### src/rtl/key_pkg.sv
// Shared types and timing constants for the pushbutton conditioner.
package key_pkg;

    // Per-key auto-repeat state.
    typedef enum logic [1:0] {
        REL      = 2'd0,
        HOLD_DLY = 2'd1,
        HOLD_RPT = 2'd2
    } rpt_state_e;

    // Board timing at 50 MHz: 20 ms debounce, 0.5 s first repeat, 0.1 s repeat.
    localparam int DEF_DEBOUNCE_CYCLES = 1000000;
    localparam int DEF_REPEAT_DELAY    = 25000000;
    localparam int DEF_REPEAT_PERIOD   = 5000000;

    // Shortened timing so simulation exercises every path in a few cycles.
    localparam int SIM_DEBOUNCE_CYCLES = 4;
    localparam int SIM_REPEAT_DELAY    = 10;
    localparam int SIM_REPEAT_PERIOD   = 3;

    // Largest of three values, used to size the shared timer width.
    function automatic int max3(input int a, input int b, input int c);
        int m;
        m = (a > b) ? a : b;
        m = (m > c) ? m : c;
        return m;
    endfunction

endpackage

### src/rtl/key_channel.sv
// One pushbutton: 2-flop synchroniser, debounce counter, press/release
// pulse generator and auto-repeat step FSM. All outputs are registered.
module key_channel
    import key_pkg::*;
#(
    parameter int DEBOUNCE_CYCLES = DEF_DEBOUNCE_CYCLES,
    parameter int REPEAT_DELAY    = DEF_REPEAT_DELAY,
    parameter int REPEAT_PERIOD   = DEF_REPEAT_PERIOD
) (
    input  logic clk,
    input  logic rst_n,
    input  logic key_n,
    input  logic repeat_en,
    output logic key_level,
    output logic key_press,
    output logic key_release,
    output logic key_step
);

    // Both timers share one width, large enough for the longest interval.
    localparam int TW = $clog2(max3(DEBOUNCE_CYCLES, REPEAT_DELAY, REPEAT_PERIOD) + 1);
    localparam logic [TW-1:0] DB_LAST  = TW'(DEBOUNCE_CYCLES - 1);
    localparam logic [TW-1:0] DLY_LAST = TW'(REPEAT_DELAY - 1);
    localparam logic [TW-1:0] PER_LAST = TW'(REPEAT_PERIOD - 1);
    localparam logic [TW-1:0] TMR_MAX  = '1;

    // The synchroniser carries the raw active-low level, so its reset value
    // of 1 means "released".
    logic            sync1_q, sync1_d;
    logic            sync2_q, sync2_d;
    logic [TW-1:0]   db_cnt_q, db_cnt_d;
    logic            level_q, level_d;
    logic            press_q, press_d;
    logic            release_q, release_d;
    logic            step_q, step_d;
    rpt_state_e      state_q, state_d;
    logic [TW-1:0]   rpt_tmr_q, rpt_tmr_d;

    logic            pressed;
    logic            rise;
    logic            fall;

    // Synchronise, debounce and derive the accepted-edge events.
    always_comb begin
        sync1_d   = key_n;
        sync2_d   = sync1_q;
        pressed   = ~sync2_q;
        level_d   = level_q;
        db_cnt_d  = db_cnt_q;
        rise      = 1'b0;
        fall      = 1'b0;
        if (pressed == level_q) begin
            db_cnt_d = '0;
        end else if (db_cnt_q >= DB_LAST) begin
            // Stable long enough: accept the new level.
            level_d  = pressed;
            db_cnt_d = '0;
            rise     = pressed;
            fall     = ~pressed;
        end else begin
            db_cnt_d = db_cnt_q + 1'b1;
        end
        press_d   = rise;
        release_d = fall;
    end

    // Auto-repeat FSM: step on press, then after the delay, then every period.
    always_comb begin
        state_d   = state_q;
        rpt_tmr_d = rpt_tmr_q;
        step_d    = 1'b0;
        case (state_q)
            REL: begin
                rpt_tmr_d = '0;
                if (rise) begin
                    state_d = HOLD_DLY;
                    step_d  = 1'b1;
                end
            end
            HOLD_DLY: begin
                if (fall) begin
                    // Release wins over a coincident repeat tick.
                    state_d   = REL;
                    rpt_tmr_d = '0;
                end else if (!repeat_en) begin
                    rpt_tmr_d = '0;
                end else if (rpt_tmr_q >= DLY_LAST) begin
                    state_d   = HOLD_RPT;
                    rpt_tmr_d = '0;
                    step_d    = 1'b1;
                end else if (rpt_tmr_q != TMR_MAX) begin
                    rpt_tmr_d = rpt_tmr_q + 1'b1;
                end
            end
            HOLD_RPT: begin
                if (fall) begin
                    state_d   = REL;
                    rpt_tmr_d = '0;
                end else if (!repeat_en) begin
                    state_d   = HOLD_DLY;
                    rpt_tmr_d = '0;
                end else if (rpt_tmr_q >= PER_LAST) begin
                    rpt_tmr_d = '0;
                    step_d    = 1'b1;
                end else if (rpt_tmr_q != TMR_MAX) begin
                    rpt_tmr_d = rpt_tmr_q + 1'b1;
                end
            end
            default: begin
                state_d   = REL;
                rpt_tmr_d = '0;
            end
        endcase
    end

    // State and output registers; reset drops all outputs at once.
    always_ff @(posedge clk or negedge rst_n) begin
        if (!rst_n) begin
            sync1_q   <= 1'b1;
            sync2_q   <= 1'b1;
            db_cnt_q  <= '0;
            level_q   <= 1'b0;
            press_q   <= 1'b0;
            release_q <= 1'b0;
            step_q    <= 1'b0;
            state_q   <= REL;
            rpt_tmr_q <= '0;
        end else begin
            sync1_q   <= sync1_d;
            sync2_q   <= sync2_d;
            db_cnt_q  <= db_cnt_d;
            level_q   <= level_d;
            press_q   <= press_d;
            release_q <= release_d;
            step_q    <= step_d;
            state_q   <= state_d;
            rpt_tmr_q <= rpt_tmr_d;
        end
    end

    assign key_level   = level_q;
    assign key_press   = press_q;
    assign key_release = release_q;
    assign key_step    = step_q;

endmodule

### src/rtl/key_step_conditioner.sv
// Conditions the raw active-low DE2 KEY buttons into debounced levels,
// press/release pulses and an auto-repeating step pulse per key.
module key_step_conditioner
    import key_pkg::*;
#(
    parameter int NUM_KEYS        = 4,
    parameter int DEBOUNCE_CYCLES = DEF_DEBOUNCE_CYCLES,
    parameter int REPEAT_DELAY    = DEF_REPEAT_DELAY,
    parameter int REPEAT_PERIOD   = DEF_REPEAT_PERIOD
) (
    input  logic                CLOCK_50,
    input  logic                reset_n,
    input  logic [NUM_KEYS-1:0] KEY,
    input  logic [NUM_KEYS-1:0] repeat_en,
    output logic [NUM_KEYS-1:0] key_level,
    output logic [NUM_KEYS-1:0] key_press,
    output logic [NUM_KEYS-1:0] key_release,
    output logic [NUM_KEYS-1:0] key_step
);

    // One fully independent channel per key.
    for (genvar i = 0; i < NUM_KEYS; i++) begin : g_chan
        key_channel #(
            .DEBOUNCE_CYCLES (DEBOUNCE_CYCLES),
            .REPEAT_DELAY    (REPEAT_DELAY),
            .REPEAT_PERIOD   (REPEAT_PERIOD)
        ) u_chan (
            .clk         (CLOCK_50),
            .rst_n       (reset_n),
            .key_n       (KEY[i]),
            .repeat_en   (repeat_en[i]),
            .key_level   (key_level[i]),
            .key_press   (key_press[i]),
            .key_release (key_release[i]),
            .key_step    (key_step[i])
        );
    end

endmodule

### config.mk
export PLATFORM = sky130hd
export DESIGN_NAME = key_step_conditioner
export DESIGN_NICKNAME = d
export VERILOG_FILES = /design/src/rtl/key_pkg.sv /design/src/rtl/key_channel.sv /design/src/rtl/key_step_conditioner.sv
export SDC_FILE = /design/constraint.sdc
export NUM_CORES = 1
export LEC_CHECK = 0
export ABC_AREA = 0
export CAP_MARGIN = 15
export CELL_PAD_IN_SITES_DETAIL_PLACEMENT = 2
export CELL_PAD_IN_SITES_GLOBAL_PLACEMENT = 2
export CORE_UTILIZATION = 37
export CTS_CLUSTER_SIZE = 24
export DETAILED_ROUTE_END_ITERATION = 8
export PLACE_DENSITY = 0.75
export SYNTH_ARGS = -nofsm -noshare
export SYNTH_HDL_FRONTEND = slang
export SYNTH_SLANG_ARGS = --single-unit
### constraint.sdc
create_clock -name CLOCK_50 -period 2.5 [get_ports CLOCK_50]
set_input_delay 0.5 -clock CLOCK_50 [delete_from_list [all_inputs] [get_ports CLOCK_50]]
set_output_delay 0.5 -clock CLOCK_50 [all_outputs]
set_load 0.01 [all_outputs]
---- Yosys cells after proc, flatten, opt, wreduce, memory -nomap -nowiden ----
Cells that the tools add are included.
word-level totals
  flip-flop bits (word level) ............. 232
  input port bits ......................... 10
  logic and storage cells ................. 224
operators by class
  add/sub/neg operators ................... 8
  magnitude comparators ................... 12
  eq/ne operators ......................... 32
  mux-type cells .......................... 116
  bitwise logic cells ..................... 8
  reductions and logical operators ........ 12
operator list
  kind                     count
  $mux W25                 36
  $add A25 B1 Y25 const B  8
  $pmux W25 S2             4
  $ge A25 B20 Y1 const B   4
  $ge A25 B23 Y1 const B   4
  $ge A25 B25 Y1 const B   4
  $ne A25 B25 Y1 const B   4
  $mux W2                  24
  $mux W1                  44
  $ne A3 B2 Y1 const B     8
  $pmux W2 S3              4
  $reduce_and A4 Y1        4
  $ne A3 B1 Y1 const B     4
  $pmux W1 S3              4
  $eq A2 B1 Y1 const B     4
  $eq A2 B2 Y1 const B     4
  $logic_not A2 Y1         4
  $ne A2 B1 Y1 const B     4
  $not A1 Y1               8
  $reduce_and A2 Y1        4
  $eq A1 B1 Y1             4

---- Depth between registers and ports, before layout ----
  depth after elaboration ................. 6
  mapped depth ............................ 10
  depth with buffers taken out ............ 8

---- Modules after synthesis ----
A second synthesis with hierarchy kept.
unflattened totals
  cells, all modules ...................... 1,290
  area, all modules ....................... 12,150.4 sq um
by module, submodules not included
  module                              instances  cells an instance  area an instance (sq um)  seq. area each (sq um)
  key_channel (g_chan[0].u_chan ...)  3          324                3,047.9                   1,453.9
  key_channel (g_chan[3].u_chan)      1          318                3,006.6                   1,453.9

---- Worst setup path after synthesis ----
No wires, ideal clock.
  path kind ............................... reg2reg
  start point ............................. reg g_chan[0].u_chan.db_cnt_q[23]
  end point ............................... reg g_chan[0].u_chan.rpt_tmr_q[16]
  data arrival time ....................... 2.225 ns
  required time ........................... 2.428 ns
  setup slack ............................. 0.203 ns
  stages on the path, launching flop included .. 10
  cell sequence ........................... dfrtp_1 -> or4_1 -> nor2_1 -> a31oi_1 -> nor3b_4 -> nor2_2 -> or3_1 -> buf_2 -> buf_6 -> nor2_1
between the ends
  longest elaborated chain between the ends .. 5
  elaborated cells between the ends (all ways) .. 6
  those cells by class .................... order compare (1); mux (5)
RTL lines
  what                                line                                  source
  from (decl)                         key_channel.sv:31                     logic [TW-1:0] db_cnt_q, db_cnt_d;
  from (signal assigned)              key_channel.sv:131                    db_cnt_q <= db_cnt_d;
  $ge A25 B20 Y1 (*)                  key_channel.sv:54                     end else if (db_cnt_q >= DB_LAST) begin
  $mux W1 (*)                         key_channel.sv:54
  $mux W1 (*)                         key_channel.sv:52                     if (pressed == level_q) begin
  net g_chan[0].u_chan.fall           key_channel.sv:41                     logic fall;
  $mux W25, on equally long branches  key_channel.sv:96, key_channel.sv:81
  $pmux W25 S2 (*)                    key_channel.sv:72                     case (state_q)
  net g_chan[0].u_chan.rpt_tmr_d[16]  key_channel.sv:37                     logic [TW-1:0] rpt_tmr_q, rpt_tmr_d;
  to (signal assigned)                key_channel.sv:137                    rpt_tmr_q <= rpt_tmr_d;
  to (decl)                           key_channel.sv:37
Mark *: on every way through the listed nets, which the timed path passes. The rest lies on a longest branch.
A chain may end at the register's enable or synchronous reset.

---- Worst setup path in the final report ----
  start point ............................. reg g_chan[2].u_chan.db_cnt_q[13]
  end point ............................... reg g_chan[2].u_chan.state_q[1]
between the ends
  longest elaborated chain between the ends .. 5
  elaborated cells between the ends (all ways) .. 13
  those cells by class .................... order compare (1); eq/ne (4); mux (7); reduce/logical (1)
RTL lines
  what                                                               line                source
  from (decl)                                                        key_channel.sv:31
  from (signal assigned)                                             key_channel.sv:131
  $ge A25 B20 Y1 (*)                                                 key_channel.sv:54
  $mux W1                                                            key_channel.sv:54
  $mux W1                                                            key_channel.sv:52
  $ne A3 B1 Y1 (no line) (tied with other cells)                     n/a
  $reduce_and A4 Y1 (no line) / $pmux W2 S3 (equally long branches)  n/a
  to (signal assigned)                                               key_channel.sv:136  state_q <= state_d;
  to (decl)                                                          key_channel.sv:36   rpt_state_e state_q, state_d;
Every way passes the cells marked *; elsewhere a longest branch is shown, timed or not.

==> flow_metrics.env <==
export IMPL_outcome="completed"
export IMPL_ant_nets=0
export IMPL_fin_crit_sh_pct=96.75
export IMPL_synth_area_um2=11930
export IMPL_post_place_ws_ns=0.02676
export IMPL_ys_types=76
export IMPL_vias=9393
export IMPL_critPathKind="reg -> reg"
export IMPL_finalWorstSetupSlack_ns=0.08124
export IMPL_ys_warn_count=0
export IMPL_clockBufferDepth=3
export IMPL_grt_max_degree=58
export IMPL_cts_buffers=29
export IMPL_htree_num_levels=1
export IMPL_place_congestion=0.7841
export IMPL_worstSkewPairLatency_ns=0.55
export IMPL_synth_commonest_cells="nor2_1 (243), dfrtp_1 (224), nand2_1 (97)"
export IMPL_synth_largest_area_cell="dfrtp_1"
export IMPL_route_detailed_drc=0
export IMPL_die_y_um=181.6
export IMPL_drive_gt1_share_pct=11.42
export IMPL_grt_pass1_vias=10416
export IMPL_yosysMostFrequentCell="nor2_1"
export IMPL_cp_start_kind="flop"
export IMPL_synth_edff_count=0
export IMPL_cp_end_kind="flop"
export IMPL_core_area_um2=31640
export IMPL_avgViaCountPerCell=5.340
export IMPL_cp_max_fo=5
export IMPL_io_buffer_count=25
export IMPL_num_fill_cells=3352
export IMPL_synth_cells=1256
export IMPL_finalMaxSlewViolations=0
export IMPL_cts_root_buf="clkbuf_16"
export IMPL_ys_flop_type="dfrtp_1"
export IMPL_ios=26
export IMPL_fin_crit_ns=2.419
export IMPL_grt_overflow=0
export IMPL_dp_hpwl_mm=21.09
export IMPL_worst_slew_pin_slew_ns=0.6395
export IMPL_start_util_pct=37.71
export IMPL_leakage_nw=5.772
export IMPL_rows=65
export IMPL_dr_pass1_iters=5
export IMPL_antenna_found_initial=0
export IMPL_post_cts_buffers=0
export IMPL_grt_usage_pct=19.28
export IMPL_fin_util_pct=44.75
export IMPL_die_width_um=181.6
export IMPL_final_nets=1368
export IMPL_cp_arrival_ns=2.85
export IMPL_clock_sinks=232
export IMPL_maxCapViolCount=0
export IMPL_wirelength_mm=30.56
export IMPL_power_density_nw_per_um2=670.7
export IMPL_regToRegSetupSlack_ns=0.08
export IMPL_finalSetupViolCount=0
export IMPL_netlist_top_cells_area="dfrtp_1 (47%), nor2_1 (7.6%), xnor2_1 (6.0%)"
export IMPL_slew_headroom_pct=57.04
export IMPL_finalHoldViolations=0
export IMPL_fmax_mhz=413.4
export IMPL_clock_skew_ns=0.01724
export IMPL_required_ns=2.93
export IMPL_antenna_cells=0
export IMPL_syn_to_final_growth_pct=18.67
export IMPL_tritoncts="done"
export IMPL_grt_pass1_wl_mm=53.10
export IMPL_ys_ff_latch=232
export IMPL_hold_path_class="reg -> reg"
export IMPL_dr_first_iter_drc_count=270
export IMPL_yosysTopAreaCellShare_pct=46.98
export IMPL_die_area_um2=32970
export IMPL_synthArstFlopShare_pct=100.0
export IMPL_wire_per_inst_um=17.38
export IMPL_ir_drop_mv=0.5785
export IMPL_postSynthAreaPerCell_um2=9.499
export IMPL_clk_pin_slew_ns=0.06
export IMPL_synth_seq_area_share_pct=48.75
## power breakdown
| part | switching [mW] | internal (mW) | total, mW | leakage (nW) |
|---|---|---|---|---|
| Combinational | 0.552 | 0.379 | 0.931 | 2.11 |
| Clock | 1.68 | 2.92 | 4.60 | 0.522 |
| Sequential | 0.0928 | 3.87 | 3.96 | 3.14 |
| Total | 2.33 | 7.17 | 9.50 | 5.77 |
## placed cells by master, fill, tap and decap left out, drive strengths merged, types with 37 or more instances in the layout
cell | netlist | routed
buf | 26 | 56
clkbuf | 27 | 37
dfrtp | 224 | 224
inv | 37 | 39
nand2 | 97 | 97
nand3 | 64 | 64
nand4 | 50 | 50
nor2 | 244 | 244
xnor2 | 82 | 82
xor2 | 76 | 76
## cells by family (layout without fill, tap and decap cells)
group,after synthesis,count (layout),share of synthesized area [%]
XOR/XNOR,158,158,11.60
flip-flops,232,232,48.75
other,1,20,0.03143
buffers and inverters,90,172,3.545
AO/OA/AOI/OAI,129,129,7.646
adder cells (fa/ha/maj),24,24,2.517
AND/OR/NAND/NOR,615,615,25.29
multiplexers,7,7,0.6292
## area by class of cell
| type | count | area, µm² | area share [%] |
|---|---|---|---|
| well taps | 402 | 503.0 | 3.553 |
| flip-flops and latches | 232 | 5817 | 41.09 |
| clock inverters | 17 | 252.7 | 1.785 |
| inverters | 37 | 138.9 | 0.9810 |
| repair buffers | 81 | 765.7 | 5.409 |
| clock buffers | 37 | 815.8 | 5.762 |
| multi-input cells | 953 | 5864 | 41.42 |
## path summary, 6_finish.rpt
check,endpoint,from,cells after the start
max,g_chan[2].u_chan.state_q[1]$_DFFE_PN0P_,g_chan[2].u_chan.db_cnt_q[13]$_DFF_PN0_,7
min,g_chan[1].u_chan.sync2_q$_DFF_PN1_,g_chan[1].u_chan.sync1_q$_DFF_PN1_,0
max reg2reg,g_chan[2].u_chan.state_q[1]$_DFFE_PN0P_,g_chan[2].u_chan.db_cnt_q[13]$_DFF_PN0_,7
min reg2reg,g_chan[1].u_chan.sync2_q$_DFF_PN1_,g_chan[1].u_chan.sync1_q$_DFF_PN1_,0
max in group asynchronous,g_chan[1].u_chan.sync1_q$_DFF_PN1_,reset_n,3
min in group asynchronous,g_chan[2].u_chan.db_cnt_q[5]$_DFF_PN0_,reset_n,2
## flip-flops by register name, indices dropped and copies added (netlist names)
signal                     flops
g_chan.u_chan.db_cnt_q       100
g_chan.u_chan.key_level        4
g_chan.u_chan.key_press        4
g_chan.u_chan.key_release      4
g_chan.u_chan.key_step         4
g_chan.u_chan.rpt_tmr_q      100
g_chan.u_chan.state_q          8
g_chan.u_chan.sync1_q          4
g_chan.u_chan.sync2_q          4
## stage by stage
stage               power (mW)  instance area, µm²  hold WS (ns)  setup TNS (ns)  std cells
finish                   9.495               14160        0.3503               0       1759
global route             9.930               14160        0.3522        -0.02574       1759
CTS                      9.679               14080        0.3287               0       1759
detailed placement       4.952               12980        0.3496               0       1704
global placement         4.905               12980        0.3468               0       1704
floorplan                4.579               12000        0.2044               0       1275
## worst max-delay path, cell delays in order (launching register included)
cell	delay (ns)
dfrtp_1	0.43
or4_4	0.59
nor4_4	0.32
o311a_1	0.28
a211oi_2	0.08
o21ai_1	0.15
o221ai_2	0.15
mux2_2	0.30
## per-layer routing
layer / wire length, µm / global-route usage (%) / part of all wire (%) / up-vias
met2: 15330 / 34.45 / 50 / 72
met5: 0 / 0 / 0 / -
met3: 695 / 2.306 / 2.3 / 38
met4: 464 / 3.763 / 1.5 / 0
met1: 14070 / 25.07 / 46 / 4803
li1: - / - / - / 4480
## timing repair
| item | 4_1_cts | 5_1_grt |
|---|---|---|
| endpoints found under the hold margin | 50 | 0 |
| resized for setup | 6 | 19 |
| pin swaps | 0 | 4 |
| hold buffers | 1 | 0 |
| setup endpoints to repair | 4 | 62 |
No activity file was read; power rests on OpenSTA's default activity.
